==> src/rtl/bip_pkg.sv <==
// Shared definitions for the BIP processor: widths, opcode values and the
// fetch-control state encoding.
package bip_pkg;

    localparam int PC_WIDTH     = 11;
    localparam int INSTR_WIDTH  = 16;
    localparam int OPCODE_WIDTH = 5;

    localparam logic [OPCODE_WIDTH-1:0] OP_HALT = 5'b00000;
    localparam logic [OPCODE_WIDTH-1:0] OP_STO  = 5'b00001;
    localparam logic [OPCODE_WIDTH-1:0] OP_LD   = 5'b00010;
    localparam logic [OPCODE_WIDTH-1:0] OP_LDI  = 5'b00011;
    localparam logic [OPCODE_WIDTH-1:0] OP_ADD  = 5'b00100;
    localparam logic [OPCODE_WIDTH-1:0] OP_ADDI = 5'b00101;
    localparam logic [OPCODE_WIDTH-1:0] OP_SUB  = 5'b00110;
    localparam logic [OPCODE_WIDTH-1:0] OP_SUBI = 5'b00111;

    typedef enum logic [2:0] {
        ST_IDLE  = 3'd0,
        ST_FETCH = 3'd1,
        ST_WAIT  = 3'd2,
        ST_EXEC  = 3'd3,
        ST_HALT  = 3'd4
    } state_t;

endpackage

==> src/rtl/bip_pc.sv <==
// Program counter register: increments on i_inc, clears on reset, wraps
// naturally modulo 2^PC_WIDTH.
module bip_pc
    import bip_pkg::*;
#(
    parameter int W = PC_WIDTH
) (
    input  logic         clk,
    input  logic         rst_n,
    input  logic         i_inc,
    output logic [W-1:0] o_pc
);

    logic [W-1:0] r_pc;

    always_ff @(posedge clk or negedge rst_n) begin
        if (!rst_n) begin
            r_pc <= '0;
        end else if (i_inc) begin
            r_pc <= r_pc + 1'b1;
        end
    end

    assign o_pc = r_pc;

endmodule

==> src/rtl/bip_fetch_control.sv <==
// BIP fetch/execute sequencer: FETCH -> WAIT -> EXEC per instruction, holding
// the instruction register and steering the PC from the decoder's WrPC.
module bip_fetch_control
    import bip_pkg::*;
#(
    parameter int PC_WIDTH    = bip_pkg::PC_WIDTH,
    parameter int INSTR_WIDTH = bip_pkg::INSTR_WIDTH
) (
    input  logic                    clk,
    input  logic                    rst_n,
    input  logic                    start,
    input  logic [INSTR_WIDTH-1:0]  instr_rdata,
    input  logic                    WrPC,
    output logic [PC_WIDTH-1:0]     prog_addr,
    output logic                    prog_rd_en,
    output logic [OPCODE_WIDTH-1:0] Opcode,
    output logic [PC_WIDTH-1:0]     Operand,
    output logic                    exec_valid,
    output logic                    halted,
    output logic [PC_WIDTH-1:0]     pc
);

    state_t                  r_state;
    state_t                  w_state_next;
    logic [INSTR_WIDTH-1:0]  r_ir;
    logic                    w_pc_inc;
    logic                    w_rd_en;
    logic                    w_exec;
    logic                    w_halt;
    logic [PC_WIDTH-1:0]     w_pc;

    bip_pc #(
        .W (PC_WIDTH)
    ) u_pc (
        .clk   (clk),
        .rst_n (rst_n),
        .i_inc (w_pc_inc),
        .o_pc  (w_pc)
    );

    // Strobes decode straight from the state register so reset clears them
    // without waiting for a clock.
    always_ff @(posedge clk or negedge rst_n) begin
        if (!rst_n) begin
            r_state <= ST_IDLE;
            r_ir    <= '0;
        end else begin
            r_state <= w_state_next;
            if (r_state == ST_WAIT) begin
                r_ir <= instr_rdata;
            end
        end
    end

    always_comb begin
        w_state_next = r_state;
        w_pc_inc     = 1'b0;
        w_rd_en      = 1'b0;
        w_exec       = 1'b0;
        w_halt       = 1'b0;
        case (r_state)
            ST_IDLE: begin
                if (start) begin
                    w_state_next = ST_FETCH;
                end
            end
            ST_FETCH: begin
                w_rd_en      = 1'b1;
                w_state_next = ST_WAIT;
            end
            ST_WAIT: begin
                w_state_next = ST_EXEC;
            end
            ST_EXEC: begin
                w_exec = 1'b1;
                if (WrPC) begin
                    w_pc_inc     = 1'b1;
                    w_state_next = ST_FETCH;
                end else begin
                    w_state_next = ST_HALT;
                end
            end
            ST_HALT: begin
                w_halt = 1'b1;
            end
            default: begin
                w_state_next = ST_IDLE;
            end
        endcase
    end

    assign prog_addr  = w_pc;
    assign pc         = w_pc;
    assign prog_rd_en = w_rd_en;
    assign exec_valid = w_exec;
    assign halted     = w_halt;
    assign Opcode     = r_ir[INSTR_WIDTH-1 -: OPCODE_WIDTH];
    assign Operand    = r_ir[PC_WIDTH-1:0];

endmodule
==> config.mk <==
export PLATFORM = sky130hd
export DESIGN_NAME = bip_fetch_control
export DESIGN_NICKNAME = d
export VERILOG_FILES = /design/src/rtl/bip_pkg.sv /design/src/rtl/bip_pc.sv /design/src/rtl/bip_fetch_control.sv
export SDC_FILE = /design/constraint.sdc
export NUM_CORES = 1
export LEC_CHECK = 0
export CAP_MARGIN = 20
export CORE_MARGIN = 2
export CORE_UTILIZATION = 37
export DETAILED_ROUTE_END_ITERATION = 6
export HOLD_SLACK_MARGIN = 0.02
export PLACE_DENSITY_LB_ADDON = 0.1
export SYNTH_ARGS = -nofsm -noshare
export SYNTH_HDL_FRONTEND = slang
export SYNTH_SLANG_ARGS = --single-unit
==> constraint.sdc <==
create_clock -name clk -period 1.5 [get_ports clk]
set_clock_uncertainty 0.1 [all_clocks]
set_input_delay 0.3 -clock clk [delete_from_list [all_inputs] [get_ports clk]]
set_output_delay 0.3 -clock clk [all_outputs]
set_load 0.03 [all_outputs]
==> metrics.cfg <==
[synth]
yosysMostFrequentCell=dfrtp_1
yosys-top-cells-count=30 x dfrtp_1, 17 x mux2_2, 12 x buf_4, 7 x xor2_1
synthArstFlopShare=1.000
yosysTopAreaCellShare=0.5479
synth-edff-count=0
synth_cells=103
ys_types=25
synth_area_leaders=dfrtp_1 55%, mux2_2 14%, buf_4 6.6%
syn_area_per_cell_um2=13.30
synth-main-ff-cell=dfrtp_1
netlist_area_mm2=0.001370
yosysSeqAreaShare=0.5479
yosysWarnings=0
synth_nets=124
yosysTopAreaCell=dfrtp_1
ys_ff_latch=30

[floorplanning]
core_mm2=0.003606
start_util=0.3799
dieArea_mm2=0.004206
die_w_um=64.85
rows=22
die_h_um=64.85
ios=61

[min_path]
holdCritPathClass=input pin to asynchronous set/reset pin

[critical_path]
critPathMaxFanout=4
r2r_start=r_state[2]
crit_path_max_incr_delay_ns=0.44
ff2ff_setup_slack_ns=-0.04
worstSetupEndpointType=output pin
critPathSlowestCell=dfrtp_2
worstSetupPathType=register to output pin
startpoint_type=register
r2r_cells=4
worstPathCellList=buf_6, nor3b_2, buf_4
cp_data_required_time_ns=1.10
r2r_end=r_ir[3]
worstPathArrival_ns=1.17

[sta]
tightest_slew_ns=0.3090
fin_ws_ns=-0.06906
fin_crit_sh=1.046
setup_viol=19
hold_violations=0
relSlewSlack=0.7948
fin_crit_ns=1.569
grt_setup_unrepaired=true
fmax_mhz=637.3
drv_slew=0

[placement]
gp_congestion=0.7496
placed_area_mm2=0.001987
dp_hpwl_um=2030
portBuffers=60

[finish]
nNetsFinal=197
nFillCells=291
drive_gt1_frac=0.4407
diodes=0
stdcell_area_mm2=0.002230
fin_util=0.6183
synthToLayoutAreaGrowth_pct=62.74

[pwr]
ir_worst_vdd_uv=1291
cellPowerDensity_mw_per_mm2=2142
p_leak_uw=0.001100
fin_total_pwr_uw=4775

[global_route]
grt_usage=0.1488
grt_pass1_vias=1005
grt_pass1_wl_um=4733
grt-ovfl-total=0
grt_max_degree=31
antenna_found_initial=0

[clock_network]
cts.sinks=30
cts_buffers=5
ctsHtreeMaxLevel=2
clock_latency_ns=0.28
cts-root-buf=clkbuf_8
clockBufferDepth=2
clk_pin_slew_ns=0.06
cts_tree=done

[detailed_routing]
routed_wirelength_um=3001
drtPass1Iterations=4
route.detailed.drc=0
vias=1015
ant_nets=0
drtIter0Drc=39
wl_per_cell_um=13.34
via_per_inst=4.511

[status]
violations=negative setup slack
status=complete, but fails checks

[run]
cap_violations=0

[registers in the layout (all words and copies together), names as in the netlist]
name       flops
r_ir          16
u_pc.o_pc     11
r_state        3
[kinds of logic (layout without fill, tap and decap cells)]
logic type               after synthesis  count (layout)  synth area share
AO/OA/AOI/OAI                          3               3           0.01461
AND/OR/NAND/NOR                       24              24            0.1251
flip-flops                            30              30            0.5479
adder cells (fa/ha/maj)                1               1          0.009131
buffers and inverters                 17              91           0.09315
multiplexers                          17              17            0.1397
XOR/XNOR                              11              11           0.07032
[critical path, delay by kind of cell (launching register included)]
family                 cells  cell delay, ns
DFF                        1            0.44
buffers and inverters      2            0.30
and+or+nand+nor            1            0.15
[power breakdown]
| group | total (µW) | switching, µW | leakage [µW] | internal [µW] |
|---|---|---|---|---|
| Sequential | 1350 | 216 | 0.000362 | 1140 |
| Clock | 660 | 291 | 0.0000482 | 369 |
| Combinational | 2760 | 1410 | 0.000690 | 1350 |
[cell usage in the layout (no fill, tap or decap), types with 3 or more instances in the layout]
cell type,n
mux2_4,15
buf_4,32
inv_1,3
clkbuf_8,6
dfrtp_1,29
nand2_1,4
dlygate4sd2_1,17
buf_6,7
clkdlybuf4s50_1,19
nor4_2,3
xnor2_1,4
xor2_1,7
[layer usage]
layer  up-vias  track usage  part of all wire
met1       485       0.1823              0.45
li1        487            -                 -
met2        38       0.2397              0.46
met5         -            0                 0
met3         5      0.05382             0.065
met4         0      0.05585             0.015
[how the worst max path moves through the flow]
| stage | start | to | cells past startpoint |
|---|---|---|---|
| finish | r_state[2] | prog_rd_en | 3 |
| global route | r_state[0] | halted | 3 |
| CTS | r_state[1] | halted | 3 |
| detailed placement | WrPC | u_pc.o_pc[8] | 4 |
| global placement | WrPC | u_pc.o_pc[10] | 4 |
| floorplan | r_state[0] | r_ir[0] | 4 |
[timing repair]
| item | in CTS | in global routing |
|---|---|---|
| setup endpoints to repair | 23 | 27 |
| setup buffers | 4 | 4 |
| pin swaps | 3 | 6 |
| gates resized for setup | 28 | 25 |
| hold buffers | 0 | 0 |
[final cells by class]
cell class	instances	area (µm²)	area share
clock inverters	1	5.005	0.002245
repair buffers	80	723.2	0.3244
multi-input cells	56	591.8	0.2654
well taps	48	60.06	0.02694
inverters	3	11.26	0.005051
flip-flops and latches	30	752.0	0.3373
clock buffers	7	86.33	0.03872
[through the flow]
stage	setup slack, ns	setup TNS (ns)	hold slack [ns]	instances
after floorplan	-0.03347	-0.3347	-0.09559	103
after global placement	-0.1964	-1.221	0.3880	209
after detailed placement	-0.2274	-1.239	0.3938	209
after CTS	-0.09056	-0.2813	0.2945	221
after global routing	-0.1158	-1.272	0.2938	225
final	-0.06906	-0.4439	0.2925	225
No activity file was read; power rests on OpenSTA's default activity.
